**config.mk**
```make
export PLATFORM = sky130hd
export DESIGN_NAME = branch_predict_unit
export DESIGN_NICKNAME = d
export VERILOG_FILES = /design/src/rtl/cpu_types_pkg.sv /design/src/rtl/dp_types_pkg.sv /design/src/rtl/bpred_track_fifo.sv /design/src/rtl/branch_predict_unit.sv
export SDC_FILE = /design/constraint.sdc
export NUM_CORES = 1
export LEC_CHECK = 0
export ABC_AREA = 1
export CAP_MARGIN = 15
export CORE_MARGIN = 3
export CORE_UTILIZATION = 40
export CTS_BUF_LIST = sky130_fd_sc_hd__clkbuf_8
export CTS_CLUSTER_SIZE = 10
export DETAILED_ROUTE_END_ITERATION = 8
export DONT_BUFFER_PORTS = 1
export RECOVER_POWER = 100
export SYNTH_ARGS = -nofsm -noshare
export SYNTH_HDL_FRONTEND = slang
export SYNTH_SLANG_ARGS = --single-unit
```
**constraint.sdc**
```tcl
create_clock -name CLK -period 4.4 [get_ports CLK]
set_input_delay 0.88 -clock CLK [delete_from_list [all_inputs] [get_ports CLK]]
set_output_delay 0.88 -clock CLK [all_outputs]
set_load 0.03 [all_outputs]
```
**src/rtl/cpu_types_pkg.sv**
```systemverilog
// Core-wide scalar types shared by the datapath packages.
// Latency: n/a (types only).
// Backpressure: n/a.
package cpu_types_pkg;
  typedef logic [31:0] word_t;
endpackage

```
**src/rtl/dp_types_pkg.sv**
```systemverilog
// Datapath types for branch prediction: buffer frame, 2-bit state, tracking entry.
// Latency: n/a (types and a pure helper function).
// Backpressure: n/a.
package dp_types_pkg;
  import cpu_types_pkg::*;

  // Two taken states and two not-taken states (strong/hysteresis).
  typedef enum logic [1:0] {
    BPRED_NS = 2'b00,
    BPRED_NH = 2'b01,
    BPRED_TH = 2'b10,
    BPRED_TS = 2'b11
  } bpred_state_t;

  typedef struct packed {
    bpred_state_t state;
    word_t        target;
  } branch_pred_frame_t;

  // One in-flight prediction, kept until EX resolves it.
  typedef struct packed {
    word_t        pc;
    bpred_state_t state;
    logic         pred_taken;
    word_t        pred_npc;
  } bpred_track_t;

  function automatic logic bpred_is_taken(input bpred_state_t s);
    return (s == BPRED_TS) || (s == BPRED_TH);
  endfunction
endpackage

```
**src/rtl/bpred_track_fifo.sv**
```systemverilog
// In-order circular queue of in-flight predictions with push/pop/flush.
// Latency: push visible at head one cycle later; head_o is combinational from the head pointer.
// Backpressure: push ignored while full, pop ignored while empty; flush overrides both.
// Ports: CLK/nRST; push_i+wdat_i enqueue; pop_i dequeue; flush_i clears;
//        head_o oldest entry; full_o; count_o occupancy.
module bpred_track_fifo
  import cpu_types_pkg::*;
  import dp_types_pkg::*;
#(
  parameter int DEPTH = 4
) (
  input  logic                     CLK,
  input  logic                     nRST,
  input  logic                     push_i,
  input  bpred_track_t             wdat_i,
  input  logic                     pop_i,
  input  logic                     flush_i,
  output bpred_track_t             head_o,
  output logic                     full_o,
  output logic [$clog2(DEPTH):0]   count_o
);
  localparam int PTR_W = $clog2(DEPTH);
  localparam int CNT_W = PTR_W + 1;

  bpred_track_t           mem_q [DEPTH];
  logic [PTR_W-1:0]       head_q, head_d;
  logic [PTR_W-1:0]       tail_q, tail_d;
  logic [CNT_W-1:0]       count_q, count_d;
  logic                   do_push, do_pop;

  assign full_o  = (count_q == CNT_W'(DEPTH));
  assign count_o = count_q;
  assign head_o  = mem_q[head_q];
  assign do_push = push_i & ~full_o;
  assign do_pop  = pop_i & (count_q != '0);

  // Pointers are exactly log2(DEPTH) bits, so they wrap for free.
  always_comb begin
    head_d  = head_q;
    tail_d  = tail_q;
    count_d = count_q;
    if (flush_i) begin
      head_d  = '0;
      tail_d  = '0;
      count_d = '0;
    end else begin
      if (do_push) tail_d = tail_q + 1'b1;
      if (do_pop)  head_d = head_q + 1'b1;
      count_d = count_q + CNT_W'(do_push) - CNT_W'(do_pop);
    end
  end

  always_ff @(posedge CLK or negedge nRST) begin
    if (!nRST) begin
      head_q  <= '0;
      tail_q  <= '0;
      count_q <= '0;
      for (int i = 0; i < DEPTH; i++) mem_q[i] <= '0;
    end else begin
      head_q  <= head_d;
      tail_q  <= tail_d;
      count_q <= count_d;
      if (do_push && !flush_i) mem_q[tail_q] <= wdat_i;
    end
  end
endmodule

```
**src/rtl/branch_predict_unit.sv**
```systemverilog
// Fetch-side BTB front end: predicts next PC, tracks predictions, checks them at EX and trains the BTB.
// Latency: prediction and resolution outputs are combinational; queue/counters update on the clock edge.
// Backpressure: full tells IF to stall; a mispredict flushes the queue and blocks that cycle's push.
// Ports: CLK/nRST; fetch_valid/fetch_pc -> pred_npc/pred_taken/full; btb_rsel/btb_rdat lookup;
//        res_* from EX -> mispredict/redirect_pc; btb_wen/wsel/wdat/phit update; hit_count/miss_count.
module branch_predict_unit
  import cpu_types_pkg::*;
  import dp_types_pkg::*;
#(
  parameter int DEPTH = 4,
  parameter int IDX_W = 8
) (
  input  logic               CLK,
  input  logic               nRST,
  input  logic               fetch_valid,
  input  word_t              fetch_pc,
  output word_t              pred_npc,
  output logic               pred_taken,
  output logic               full,
  input  logic               res_valid,
  input  logic               res_is_branch,
  input  logic               res_taken,
  input  word_t              res_target,
  output logic               mispredict,
  output word_t              redirect_pc,
  output word_t              btb_rsel,
  input  branch_pred_frame_t btb_rdat,
  output logic               btb_wen,
  output word_t              btb_wsel,
  output branch_pred_frame_t btb_wdat,
  output logic               btb_phit,
  output word_t              hit_count,
  output word_t              miss_count
);
  if (DEPTH < 2 || (DEPTH & (DEPTH - 1)) != 0) begin : g_bad_depth
    $error("DEPTH must be a power of two and at least 2");
  end
  if (IDX_W < 1 || IDX_W > 30) begin : g_bad_idx
    $error("IDX_W must index within a 32-bit word address");
  end

  bpred_track_t              trk_in, head;
  logic [$clog2(DEPTH):0]    count;
  logic                      res_ok, act_taken;
  word_t                     hit_q, miss_q;

  // Prediction: tag-less lookup, resolution repairs aliasing later.
  assign btb_rsel   = fetch_pc;
  assign pred_taken = bpred_is_taken(btb_rdat.state);
  assign pred_npc   = pred_taken ? btb_rdat.target : fetch_pc + 32'd4;

  assign trk_in.pc         = fetch_pc;
  assign trk_in.state      = btb_rdat.state;
  assign trk_in.pred_taken = pred_taken;
  assign trk_in.pred_npc   = pred_npc;

  bpred_track_fifo #(.DEPTH(DEPTH)) u_track (
    .CLK     (CLK),
    .nRST    (nRST),
    .push_i  (fetch_valid & ~mispredict),
    .wdat_i  (trk_in),
    .pop_i   (res_valid),
    .flush_i (mispredict),
    .head_o  (head),
    .full_o  (full),
    .count_o (count)
  );

  // A resolve against an empty queue has nothing to check and is dropped.
  assign res_ok    = res_valid & (count != '0);
  assign act_taken = res_is_branch & res_taken;

  always_comb begin
    mispredict  = 1'b0;
    redirect_pc = '0;
    btb_wen     = 1'b0;
    btb_wsel    = '0;
    btb_wdat    = '0;
    btb_phit    = 1'b0;
    if (res_ok) begin
      mispredict  = (res_is_branch & (res_taken != head.pred_taken))
                  | (act_taken & (head.pred_npc != res_target))
                  | (~res_is_branch & head.pred_taken);
      redirect_pc = act_taken ? res_target : head.pc + 32'd4;
      // Non-branches that predicted taken are written too, training the alias toward not-taken.
      btb_wen         = res_is_branch | head.pred_taken;
      btb_wsel        = head.pc;
      btb_wdat.state  = head.state;
      btb_wdat.target = act_taken ? res_target : head.pred_npc;
      btb_phit        = act_taken;
    end
  end

  always_ff @(posedge CLK or negedge nRST) begin
    if (!nRST) begin
      hit_q  <= '0;
      miss_q <= '0;
    end else if (res_ok) begin
      if (mispredict) begin
        if (miss_q != '1) miss_q <= miss_q + 32'd1;
      end else begin
        if (hit_q != '1) hit_q <= hit_q + 32'd1;
      end
    end
  end

  assign hit_count  = hit_q;
  assign miss_count = miss_q;
endmodule
```
==> flow_metrics.py <==
metrics = {
    "routing": {
        "post_drt_wl_per_cell_um": 22.99,
        "vias": 21920,
        "drtIter0Drc": 2482,
        "via_per_inst": 5.846,
        "routed_wl_mm": 86.21,
        "postRouteAntennaNets": 0,
        "drc": 0,
        "dr.pass1.iters": 6,
    },
    "timing": {
        "hold_slack_ns": -0.08494,
        "setup_slack_ns": 0.09358,
        "setup_viol": 0,
        "fin_crit_ns": 4.306,
        "slew_headroom_pct": 22.23,
        "finalCritPeriodShare_pct": 97.87,
        "worst_pin_slew_ns": 1.154,
        "hold_viol_final": 31,
        "finClkSkew_ns": 0.04190,
        "rsz0062_at_grt": "true",
        "slew_viol_final": 0,
        "fin_setup_tns_ns": 0,
        "fmax_mhz": 232.2,
    },
    "yosys": {
        "synth_seq_cells": 339,
        "syn-num-nets": 3180,
        "ys_types": 38,
        "synth_area_sq_mm": 0.02107,
        "synthCells": 3065,
        "ys_seq_area_share_pct": 40.27,
        "ys_warn_count": 0,
        "syn_area_per_cell_sq_um": 6.873,
    },
    "final_layout": {
        "layoutNonFillerInstCount": 3749,
        "drive_gt1_share_pct": 9.491,
        "final_cell_mix": "1284 x nand2_1, 337 x dfrtp_1, 287 x nand4_1, 236 x nand3_1, 168 x nor2_1",
        "areaGrowthSynthToFinish_pct": 11.08,
        "layout_commonest_cell": "nand2_1",
        "fin_nets": 3137,
        "fillers": 5393,
        "stdcell_area_sq_mm": 0.02340,
        "final_util_pct": 45.24,
    },
    "worst_setup_path": {
        "crit_type": "flop to output port",
        "cp-end-kind": "output port",
        "start_kind": "flop",
        "critical_path_required_ns": 3.52,
        "cp_max_fo": 7,
        "arrival_ns": 3.43,
    },
    "clock_tree": {
        "tritoncts": "yes",
        "worstSkewPairLatency_ns": 0.71,
        "cts_root_buffer": "clkbuf_8",
        "clkTransAtPathRegs_ns": 0.06,
        "cts_buffers": 61,
        "h-tree-depth": 2,
        "cts_sinks": 339,
        "clk_path_buf_depth": 3,
    },
    "min_path": {
        "hold_path_class": "input pin to asynchronous set/reset pin",
    },
    "flow_run": {
        "max_cap_viol_count": 0,
    },
    "placement": {
        "place.gp.congestion": 0.9768,
        "hpwlAfterDp_mm": 57.88,
        "place_inst": 3623,
        "portBuffers": 0,
        "pre_cts_ws_ns": 0.4987,
        "placed_cell_area_sq_mm": 0.02181,
    },
    "pwr": {
        "finalPower_mw": 17.44,
        "p_leak_nw": 11.71,
        "clkPwrFrac_pct": 17.0,
        "p_sw_mw": 9.010,
        "vdd_drop_max_uv": 299.4,
        "p_per_area_mw_per_mm2": 745.4,
        "intPower_mw": 8.432,
        "sw_frac_of_total_pct": 51.66,
        "combPwrFrac_pct": 53.7,
        "seqPwrFrac_pct": 29.3,
    },
    "grt": {
        "grt_start_max_net_pins": 340,
        "grt_pass1_vias": 20130,
        "grt_overflow_total": 0,
        "antenna_found_initial": 5,
        "grt_pass1_wl_mm": 129.3,
        "grt_use_total_pct": 29.81,
    },
    "floorplanning": {
        "core_sq_mm": 0.05172,
        "pin_count": 335,
        "start_util_pct": 40.73,
        "chipWidth_um": 235.5,
        "row_count": 83,
        "die-area_sq_mm": 0.05545,
        "fp.dieH_um": 235.5,
    },
    "run_status": {
        "violations": "hold timing",
        "outcome": "complete, but fails checks",
    },
}
## worst max-delay path, stage by stage (launching register included)
cell and delay [ns]:
dfrtp_4 0.57, inv_12 0.10, buf_4 0.10, nand2_1 0.07
a32oi_4 0.32, ha_2 0.25, nand2_1 0.06, inv_1 0.08
nand2_2 0.09, nor2_4 0.15, nand2_2 0.11, nor2_4 0.15
nand3_2 0.10, o21ai_1 0.14, nand3_1 0.11, o21ai_0 0.12
buf_4 0.20
## area by class of cell
type | count | area [sq um] | area share (%)
diodes | 3 | 7.507 | 0.03208
clock inverters | 32 | 162.7 | 0.6951
repair inverters | 1 | 8.758 | 0.03743
inverters | 141 | 548.0 | 2.342
flip-flops and latches | 339 | 8488 | 36.28
repair buffers | 143 | 1290 | 5.513
well taps | 680 | 850.8 | 3.636
multi-input cells | 2335 | 11010 | 47.06
clock buffers | 75 | 1032 | 4.412
## power groups by stage
| stage | Combinational (mW) | Sequential [mW] | Clock, mW |
|---|---|---|---|
| finish | 9.36 | 5.11 | 2.97 |
| global route | 10.1 | 5.24 | 3.18 |
| CTS | 8.98 | 5.08 | 3.03 |
| detailed placement | 8.83 | 5.11 | 0 |
| global placement | 8.73 | 5.08 | 0 |
| floorplan | 6.07 | 4.91 | 0 |
## registers in the layout, summed over array words and instances (netlist names)
| register | count |
|---|---|
| u_track.mem_q | 268 |
| hit_count | 32 |
| miss_count | 32 |
| u_track.count_o | 3 |
| u_track.head_q | 2 |
| u_track.tail_q | 2 |
## per-layer routing
| metal | vias up | GRT usage [%] | share of wire [%] |
|---|---|---|---|
| li1 | 9984 | - | - |
| met1 | 10590 | 41.15 | 41 |
| met2 | 1177 | 45.42 | 45 |
| met3 | 161 | 7.673 | 11 |
| met4 | 4 | 10.40 | 3.3 |
| met5 | - | 0 | 0.031 |
## cell usage after synthesis
| master | n | area, sq um |
|---|---|---|
| fa_1 | 1 | 20.02 |
| nand2_2 | 1 | 6.260 |
| xor2_1 | 71 | 621.9 |
| nor2_1 | 182 | 683.2 |
| inv_2 | 4 | 15.01 |
| or2_1 | 1 | 6.260 |
| o31ai_1 | 2 | 15.01 |
| buf_4 | 51 | 382.9 |
| a32oi_2 | 1 | 16.27 |
| and2_1 | 1 | 6.260 |
| clkinv_1 | 4 | 15.01 |
| o21ai_1 | 12 | 60.06 |
| nand3b_1 | 5 | 37.54 |
| dfrtp_1 | 339 | 8483 |
| a21oi_1 | 26 | 130.1 |
| clkbuf_1 | 127 | 476.7 |
| a32o_1 | 1 | 10.01 |
| o221ai_1 | 1 | 8.760 |
| xnor2_1 | 18 | 157.7 |
| o22ai_1 | 35 | 219.0 |
| buf_6 | 13 | 146.4 |
| nand2_1 | 1301 | 4883 |
| nand4_1 | 287 | 1795 |
| nand3_2 | 1 | 10.01 |
| nor4_1 | 24 | 150.1 |
| o32ai_1 | 1 | 8.760 |
| buf_2 | 51 | 255.2 |
| o21bai_1 | 2 | 15.01 |
| buf_1 | 8 | 30.03 |
| o21ai_0 | 50 | 250.2 |
| inv_1 | 133 | 499.2 |
| nor3b_1 | 1 | 7.510 |
| a31oi_1 | 1 | 6.260 |
| a31o_2 | 1 | 8.760 |
| ha_1 | 10 | 125.1 |
| nand3_1 | 244 | 1221 |
| a32oi_1 | 3 | 26.28 |
| nor3_1 | 51 | 255.2 |
## what timing repair did
action | 4_1_cts | 5_1_grt
pin swaps | 0 | 12
cloned | 2 | 1
setup buffers | 2 | 10
setup endpoints to repair | 18 | 23
endpoints found under the hold margin | 339 | 255
gates resized for setup | 16 | 51
## final timing paths
| kind | startpoint | cells after the start | end | slack (ns) |
|---|---|---|---|---|
| worst max register to register | u_track.head_q[0] | 18 | u_track.mem_q[158] | 0.60 |
| min in group CLK | fetch_pc[18] | 2 | u_track.mem_q[254] | 0.32 |
| worst max-delay path | u_track.head_q[0] | 16 | redirect_pc[18] | 0.09 |
| max in group asynchronous | nRST | 0 | u_track.head_q[0] | 3.62 |
| worst min register to register | u_track.mem_q[34] | 2 | u_track.mem_q[34] | 0.47 |
| worst min-delay path | nRST | 0 | u_track.mem_q[12] | -0.08 |
## cells by family after synthesis
family	synth area share, %
AOI/OAI and AO/OA	3.677
xor gates and xnor gates	3.700
adders and majority gates	0.6890
buffers and inverters	8.642
DFF	40.27
and+or+nand+nor	43.02
No activity file was read; power rests on OpenSTA's default activity.
